File: src/rtl/nvdla_noc_rd_wrr_arb.sv
// NOC read-request ingress: weighted round-robin arbitration across clients with an
// outstanding-beat limit. Winners are issued on a registered AXI AR channel; arid
// carries the winning client index. Egress beat pulses return outstanding credit.
module nvdla_noc_rd_wrr_arb #(
  parameter int NUM_CLIENTS = 8,
  parameter int CIDX_W      = $clog2(NUM_CLIENTS),
  parameter int ADDR_W      = 64,
  parameter int LEN_W       = 4,
  parameter int ID_W        = 8,
  parameter int OS_W        = 9
) (
  input  logic                          nvdla_core_clk,
  input  logic                          nvdla_core_rst,
  input  logic [NUM_CLIENTS-1:0]        req_valid,
  output logic [NUM_CLIENTS-1:0]        req_ready,
  input  logic [NUM_CLIENTS*ADDR_W-1:0] req_addr,
  input  logic [NUM_CLIENTS*LEN_W-1:0]  req_len,
  input  logic [NUM_CLIENTS*8-1:0]      reg2dp_rd_weight,
  input  logic [7:0]                    reg2dp_rd_os_cnt,
  input  logic                          eg2ig_axi_vld,
  output logic                          ar_arvalid,
  input  logic                          ar_arready,
  output logic [ID_W-1:0]               ar_arid,
  output logic [LEN_W-1:0]              ar_arlen,
  output logic [ADDR_W-1:0]             ar_araddr,
  output logic [OS_W-1:0]               os_cnt
);

  // Credit holds weight+1 (up to 256), so it needs one bit more than the weight.
  localparam int CRD_W = 9;

  // Per-client views of the flat client buses.
  logic [NUM_CLIENTS-1:0][ADDR_W-1:0] addr_a;
  logic [NUM_CLIENTS-1:0][LEN_W-1:0]  len_a;
  logic [NUM_CLIENTS-1:0][7:0]        wgt_a;
  assign addr_a = req_addr;
  assign len_a  = req_len;
  assign wgt_a  = reg2dp_rd_weight;

  logic [NUM_CLIENTS-1:0][CRD_W-1:0] credit_q, credit_d, credit_eff;
  logic [CIDX_W-1:0]                 rr_ptr_q, rr_ptr_d;
  logic                              ar_arvalid_q, ar_arvalid_d;
  logic [ID_W-1:0]                   ar_arid_q, ar_arid_d;
  logic [LEN_W-1:0]                  ar_arlen_q, ar_arlen_d;
  logic [ADDR_W-1:0]                 ar_araddr_q, ar_araddr_d;
  logic [OS_W-1:0]                   os_cnt_q, os_cnt_d;

  logic [NUM_CLIENTS-1:0] crd_nz, elig;
  logic                   need_reload, slot_free, found, grant;
  logic [CIDX_W-1:0]      gidx;
  logic [OS_W:0]          need, cap, os_sum;
  int                     j;

  // Eligibility (with same-cycle credit reload) and rotating first-eligible pick.
  always_comb begin
    crd_nz      = '0;
    elig        = '0;
    credit_eff  = credit_q;
    found       = 1'b0;
    gidx        = '0;
    need        = '0;
    j           = 0;
    cap         = (OS_W+1)'(reg2dp_rd_os_cnt) + (OS_W+1)'(1);
    for (int i = 0; i < NUM_CLIENTS; i++)
      crd_nz[i] = (credit_q[i] != '0);
    // Reload is judged only among clients currently requesting.
    need_reload = ~|(req_valid & crd_nz);
    for (int i = 0; i < NUM_CLIENTS; i++) begin
      if (need_reload)
        credit_eff[i] = CRD_W'(wgt_a[i]) + CRD_W'(1);
      need    = (OS_W+1)'(os_cnt_q) + (OS_W+1)'(len_a[i]) + (OS_W+1)'(1);
      elig[i] = req_valid[i] && (credit_eff[i] != '0) && (need <= cap);
    end
    for (int k = 0; k < NUM_CLIENTS; k++) begin
      j = int'(rr_ptr_q) + k;
      if (j >= NUM_CLIENTS)
        j = j - NUM_CLIENTS;
      if (!found && elig[j]) begin
        found = 1'b1;
        gidx  = CIDX_W'(j);
      end
    end
    slot_free = !ar_arvalid_q || ar_arready;
    grant     = found && slot_free && !nvdla_core_rst;
    req_ready = grant ? (NUM_CLIENTS'(1) << gidx) : '0;
  end

  // Next-state: credits, pointer, AR output slot and outstanding-beat count.
  always_comb begin
    credit_d     = credit_eff;
    rr_ptr_d     = rr_ptr_q;
    ar_arvalid_d = ar_arvalid_q && !ar_arready;
    ar_arid_d    = ar_arid_q;
    ar_arlen_d   = ar_arlen_q;
    ar_araddr_d  = ar_araddr_q;
    os_sum       = (OS_W+1)'(os_cnt_q);
    if (grant) begin
      credit_d[gidx] = credit_eff[gidx] - CRD_W'(1);
      rr_ptr_d       = (gidx == CIDX_W'(NUM_CLIENTS-1)) ? '0 : gidx + CIDX_W'(1);
      ar_arvalid_d   = 1'b1;
      ar_arid_d      = ID_W'(gidx);
      ar_arlen_d     = len_a[gidx];
      ar_araddr_d    = addr_a[gidx];
      os_sum         = os_sum + (OS_W+1)'(len_a[gidx]) + (OS_W+1)'(1);
    end
    // Beat return at zero outstanding is illegal; hold zero rather than wrap.
    if (eg2ig_axi_vld && (os_sum != '0))
      os_sum = os_sum - (OS_W+1)'(1);
    os_cnt_d = os_sum[OS_W-1:0];
  end

  // State registers with synchronous active-high reset.
  always_ff @(posedge nvdla_core_clk) begin
    if (nvdla_core_rst) begin
      credit_q     <= '0;
      rr_ptr_q     <= '0;
      ar_arvalid_q <= 1'b0;
      ar_arid_q    <= '0;
      ar_arlen_q   <= '0;
      ar_araddr_q  <= '0;
      os_cnt_q     <= '0;
    end else begin
      credit_q     <= credit_d;
      rr_ptr_q     <= rr_ptr_d;
      ar_arvalid_q <= ar_arvalid_d;
      ar_arid_q    <= ar_arid_d;
      ar_arlen_q   <= ar_arlen_d;
      ar_araddr_q  <= ar_araddr_d;
      os_cnt_q     <= os_cnt_d;
    end
  end

  // Flags a returned beat with nothing outstanding and nothing granted.
  always_ff @(posedge nvdla_core_clk) begin
    if (!nvdla_core_rst)
      assert (!(eg2ig_axi_vld && (os_cnt_q == '0) && !grant));
  end

  assign ar_arvalid = ar_arvalid_q;
  assign ar_arid    = ar_arid_q;
  assign ar_arlen   = ar_arlen_q;
  assign ar_araddr  = ar_araddr_q;
  assign os_cnt     = os_cnt_q;

endmodule

File: config.mk
export PLATFORM = sky130hd
export DESIGN_NAME = nvdla_noc_rd_wrr_arb
export DESIGN_NICKNAME = d
export VERILOG_FILES = /design/src/rtl/nvdla_noc_rd_wrr_arb.sv
export SDC_FILE = /design/constraint.sdc
export NUM_CORES = 1
export LEC_CHECK = 0
export ABC_AREA = 1
export BUFFER_PORTS_ARGS = -buffer_cell sky130_fd_sc_hd__clkbuf_2
export CORE_AREA = 3 3 277 279
export DETAILED_ROUTE_END_ITERATION = 10
export DIE_AREA = 0 0 280 282
export HOLD_SLACK_MARGIN = 0.05
export PLACE_DENSITY = 0.56
export SLEW_MARGIN = 20
export SYNTH_ARGS = -nofsm -noshare
export SYNTH_HDL_FRONTEND = slang
export SYNTH_SLANG_ARGS = --single-unit
export TNS_END_PERCENT = 100
File: constraint.sdc
create_clock -name nvdla_core_clk -period 7.95 [get_ports nvdla_core_clk]
set_input_delay 1.59 -clock nvdla_core_clk [delete_from_list [all_inputs] [get_ports nvdla_core_clk]]
set_output_delay 1.59 -clock nvdla_core_clk [all_outputs]
set_load 0.02 [all_outputs]
# ---- Yosys cells after proc, flatten, opt, wreduce, memory -nomap -nowiden
# Index checks and enable logic that the tools add are counted.
dict set report word_totals {
  ff_bits 156
  word_cells 216
}
dict set report classes {
  n_addsub 45
  n_lt_le_gt_ge 26
  n_eq_ne 1
  shifts 1
  mux 71
  bitwise 1
  reduce_logical 57
}
# cell n
set op_table {}
lappend op_table {{$lt A32 B5 Y1 const B} 8}
lappend op_table {{$mux W32} 8}
lappend op_table {{$bmux W64 S3} 1}
lappend op_table {{$reduce_bool A9 Y1} 16}
lappend op_table {{$mux W9} 11}
lappend op_table {{$add A10 B1 Y10 const B} 9}
lappend op_table {{$add A9 B4 Y10} 9}
lappend op_table {{$add A8 B1 Y9 const B} 9}
lappend op_table {{$le A10 B9 Y1} 8}
lappend op_table {{$bwmux W72} 1}
lappend op_table {{$mux W72} 1}
lappend op_table {{$mux W64} 1}
lappend op_table {{$sub A4 B4 Y5 const B} 7}
lappend op_table {{$ge A4 B4 Y1 const B} 7}
lappend op_table {{$logic_and A1 B1 Y1} 28}
lappend op_table {{$bmux W9 S3} 1}
lappend op_table {{$demux W9 S3} 1}
lappend op_table {{$mux W3} 9}
lappend op_table {{$mux W1} 25}
lappend op_table {{$bmux W1 S3} 8}
lappend op_table {{$sub A9 B1 Y9 const B} 2}
lappend op_table {{$add A3 B3 Y4 const B} 4}
lappend op_table {{$bmux W4 S3} 1}
lappend op_table {{$logic_not A1 Y1} 10}
lappend op_table {{16 further kinds} 17}

# ---- Longest topological paths before layout
dict set report logic_depth {
  ltp_word 40
  depth_mapped 53
  depth_no_buf 50
}

# ---- Worst setup path after synthesis
# No wires, ideal clock.
dict set report synth_path {
  kind {input to output}
  from {in req_len[26]}
  to {out req_ready[1]}
  t_arrival_ns 6.267
  required_time_ns 6.360
  path_slack_ns 0.093
  path_stages 35
  cell_sequence {ha_1 > nand2_1 > o21ai_0 > nand2_1 > a21oi_1 > xor2_1 > inv_1 > ha_1 > nand2_1 > nor2_1 > o21ai_0 > inv_1 > nor2_1 > o21ai_0 > a21oi_1 > o21ai_0 > a21oi_1 > nand3_1 > nand3_1 > nand3_2 > nand2_2 > nor2_8 > nand4_4 > nor2_4 > nand3_4 > nand3_2 > nand2_2 > buf_2 > inv_2 > buf_2 > buf_2 > buf_2 > ha_1 > inv_1 > nor3_1}
}
dict set report synth_between {
  word_cells_on_any_way 62
}
# item line
set synth_lines {}
lappend synth_lines {{from (decl)} 17} ;# input logic [NUM_CLIENTS*LEN_W-1:0] req_len,
lappend synth_lines {{$add A9 B4 Y10 *} 71} ;# need = (OS_W+1)'(os_cnt_q) + (OS_W+1)'(len_a[i]) + (OS_W+1)'(1);
lappend synth_lines {{$add A10 B1 Y10 *} 71}
lappend synth_lines {{$le A10 B9 Y1 *} 72} ;# elig[i] = req_valid[i] && (credit_eff[i] != '0) && (need <= cap);
lappend synth_lines {{$logic_and A1 B1 Y1 *} 72}
lappend synth_lines {{$bmux W1 S3} 78} ;# if (!found && elig[j]) begin
lappend synth_lines {{$mux W1 (implied by the code) (2 in a row)} 78}
lappend synth_lines {{$mux W1} 78}
lappend synth_lines {{$logic_not A1 Y1} 78}
lappend synth_lines {{(+15 left out)} --}
lappend synth_lines {{$logic_and A1 B1 Y1} 78}
lappend synth_lines {{$mux W1} 78}
lappend synth_lines {{$logic_not A1 Y1} 78}
lappend synth_lines {{$logic_and A1 B1 Y1} 78}
lappend synth_lines {{$mux W3 *} 78}
lappend synth_lines {{net gidx[0]} 50} ;# logic [CIDX_W-1:0] gidx;
lappend synth_lines {{$shl A1 B3 Y8 *} 85} ;# req_ready = grant ? (NUM_CLIENTS'(1) << gidx) : '0;
lappend synth_lines {{$mux W8 *} 85}
lappend synth_lines {{to (decl)} 15} ;# output logic [NUM_CLIENTS-1:0] req_ready,
# Mark *: on every way through the listed nets, which the timed path passes. The rest lies on a longest branch. The select of a mux whose other input is x is not followed.

# ---- Worst setup path after layout
dict set report layout_path {
  from {in req_len[20]}
  to {out req_ready[0]}
}
dict set report layout_between {
  elab_chain_cells 32
  word_cells_on_any_way 62
}
# item line
set layout_lines {}
lappend layout_lines {{$add A9 B4 Y10 *} 71}
lappend layout_lines {{$add A10 B1 Y10 *} 71}
lappend layout_lines {{$le A10 B9 Y1 *} 72}
lappend layout_lines {{$logic_and A1 B1 Y1 *} 72}
lappend layout_lines {{$bmux W1 S3} 78}
lappend layout_lines {{$mux W1 (implied by the code) (2 in a row)} 78}
lappend layout_lines {{$mux W1} 78}
lappend layout_lines {{$logic_not A1 Y1} 78}
lappend layout_lines {{(+14 left out)} --}
lappend layout_lines {{$logic_not A1 Y1} 78}
lappend layout_lines {{$logic_and A1 B1 Y1} 78}
lappend layout_lines {{$mux W1} 78}
lappend layout_lines {{$logic_not A1 Y1} 78}
lappend layout_lines {{$logic_and A1 B1 Y1} 78}
lappend layout_lines {{$mux W1} 78}
lappend layout_lines {{$logic_and A1 B1 Y1 (2 in a row)} 84} ;# grant = found && slot_free && !nvdla_core_rst;
lappend layout_lines {{$mux W8 *} 85}
# Mark *: on every way between the ends. The rest lies on a longest branch, timed or not. The select of a mux whose other input is x is not followed.

==> reports/qor.csv <==
stage;metric;value;unit
synth;Post-synth EDFFs;0;
synth;Ys Warns;0;
synth;ys async rst share;0;%
detailed_routing;WL/cell;20.6;um
synth;largest area contributor in the netlist;nand2_1;
clock_network;clock sink total;156;
critical_path;CP endpoint kind;output pin;
detailed_routing;drt first pass iters;6;
sta;final count of hold timing violations;0;
critical_path;Worst setup SP type;input port;
floorplanning;starting density of the core;25.4;%
floorplanning;full die area;79000;um2
synth;most used flip-flop cell after synthesis;dfxtp_1;
detailed_routing;vias per cell;4.79;
outcome;status;finished clean;
detailed_routing;Detail Route Antenna Nets;0;
detailed_routing;initial DRC count;2003;
sta;Slew Limit Fails;0;
sta;Final Cycle Share;96.9;%
synth;Cell Area, Synth;18900;um2
sta;Clock Skew;0.0211;ns
clock_network;Clk Latency, worst-skew pair;0.49;ns
sta;RSZ-0062 raised after global routing;true;
synth;Synth top area share;26.9;%
floorplanning;Die W;280;um
synth;Mean Syn Cell Area;5.69;um2
critical_path;Largest stage delay, worst path;0.35;ns
sta;final setup fails;0;
min_path;Hold WC Path Type;flop to flop;
synth;Area contributors post-synth;nand2_1, dfxtp_1, ha_1;
sta;final setup TNS;0;ns
run;max cap viols;0;
sta;Slew @ Worst Pin;0.977;ns
clock_network;Hold Buf Count CTS;0;
sta;max frequency;0.130;GHz
global_route;largest net degree at the start of global routing;86;
global_route;first-pass GRT wire length;146;mm
floorplanning;die span in y;282;um
floorplanning;total core area;74400;um2
floorplanning;Ports;722;
global_route;Total Routing Usage GR;25.1;%
synth;Syn Inst Count;3329;
placement;DP HPWL;85.1;mm
clock_network;H-tree levels;4;
critical_path;critical path arrival;6.11;ns
synth;register bit count reported by yosys;156;
clock_network;CTS Buffer Depth;2;
layout;Final nets;4887;
critical_path;Worst path slowest cell;fa_2;
sta;Relative slew margins;34.9;%
synth;distinct cell type count after synthesis;51;
critical_path;CP required;6.36;ns
global_route;global route overflow;0;
floorplanning;Row Count;100;
placement;IO Port Bufs;716;
detailed_routing;final wirelength;105;mm
placement;GPL Wtd Cong;0.991;
synth;sequential area share after synthesis;16.5;%
clock_network;CTS buffer count;17;
global_route;vias in the first global route;22300;
critical_path;CP dominant cell by count;nand2_1;
critical_path;WS Path Type;input port to output pin;
layout;share of cells above drive strength 1;28.0;%
detailed_routing;# DRC;0;
clock_network;CTS tree;yes;
clock_network;CTS clk-pin slew, worst paths;0.07;ns
global_route;initial antenna violation count;24;
layout;area growth from synthesis to layout;36.4;%
sta;fin crit period;7.70;ns
clock_network;Root Driver;clkbuf_16;
sta;Min Hold Slack;0.478;ns
detailed_routing;DR vias;24500;
critical_path;Crit Path Max Fanout;3;
## routing by layer
metal | vias to the layer above | share of wire [%] | track usage (%)
li1 | 12300 | - | -
met1 | 11000 | 41 | 31.8
met2 | 1051 | 45 | 39.9
met3 | 166 | 8.9 | 6.36
met4 | 4 | 4.7 | 11.8
met5 | - | 0.021 | 0
## path summary, 6_finish.rpt
check,cells after the start,from,slack (ns),endpoint
setup / recovery,37,req_len[20],0.25,req_ready[0]
hold / removal,2,ar_araddr[33]$_SDFFE_PP0P_,0.48,ar_araddr[33]$_SDFFE_PP0P_
setup reg to reg,47,os_cnt[0]$_SDFF_PP0_,0.77,os_cnt[1]$_SDFF_PP0_
hold reg to reg,2,ar_araddr[33]$_SDFFE_PP0P_,0.48,ar_araddr[33]$_SDFFE_PP0P_
## cells in the mapped netlist, drive strengths merged, types with 2 or more instances
library cell / count
o21a: 2
dfxtp: 156
fa: 9
xnor2: 24
clkbuf: 67
a31oi: 13
o211a: 2
a22o: 4
a21oi: 244
o211ai: 9
or2: 4
o21ai: 195
nor3: 76
nor2: 185
nand2: 1381
inv: 278
mux2i: 6
nand3b: 29
nand3: 263
nor4: 4
and3: 9
o21bai: 3
buf: 105
ha: 136
xor2: 100
nand4: 17
clkinv: 3
## timing repair
| action | 4_1_cts | 5_1_grt |
|---|---|---|
| hold endpoints to repair | 0 | 0 |
| setup buffers | 0 | 15 |
| setup endpoints to repair | 8 | 39 |
| resized for setup | 5 | 142 |
| pin swaps | 0 | 31 |
## flip-flops by register name, summed over array words and instances, names as in the netlist
name	flops
ar_araddr	64
ar_arid	3
ar_arlen	4
ar_arvalid	1
credit_q	72
os_cnt	9
rr_ptr_q	3
## cell usage in the layout, fill, tap and decap left out, drive strengths merged, types with 3 or more instances in the layout
master	count
nand2	1381
clkbuf	726
inv	283
nand3	263
a21oi	244
buf	226
o21ai	195
nor2	185
dfxtp	156
ha	136
xor2	100
nor3	76
nand3b	29
xnor2	24
diode	19
nand4	17
a31oi	13
clkinv	12
o211ai	9
and3	9
fa	9
mux2i	6
conb	5
a22o	4
nor4	4
or2	4
o21bai	3
## through the flow
| step | utilization (%) | setup slack [ns] | std cells | area [um2] |
|---|---|---|---|---|
| 2_1_floorplan | - | 0.0926 | 3333 | 19000 |
| 3_3_place_gp | 33.0 | -0.391 | 5049 | 24600 |
| 3_5_place_dp | 33.0 | -0.430 | 5049 | 24600 |
| 4_1_cts | 33.8 | 0.00399 | 5081 | 25200 |
| 5_1_grt | 34.7 | -0.0946 | 5100 | 25800 |
| 6_report | 34.7 | 0.246 | 5115 | 25800 |
## layout make-up
| class | instances | area [um2] |
|---|---|---|
| Clock buffer | 18 | 439 |
| Fill cell | 8463 | 48600 |
| Sequential cell | 156 | 3120 |
| Tap cell | 969 | 1210 |
| Inverter | 281 | 1070 |
| Timing Repair Buffer | 934 | 5340 |
| Multi-Input combinational cell | 2724 | 14400 |
| Antenna cell | 19 | 47.5 |
| Clock inverter | 14 | 170 |
## cell families after synthesis
family	share of synthesized area, %
flops	16.5
fa+ha+maj	9.94
buf+inv	9.96
xor+xnor	5.77
other cells	0.0198
compound gates	13.3
mux	0.317
simple gates	44.2
## critical path: cells and delay by family
kind                     cells  cell delay (ns)
adder cells (fa/ha/maj)      4             0.94
XOR/XNOR                     1             0.17
buffers and inverters        9             0.97
AO/OA/AOI/OAI                6             0.75
AND/OR/NAND/NOR             17             1.68
Power is left out: the tool's default activity adds up to more than one toggle a clock period on the data nets, which glitch-free logic cannot reach.
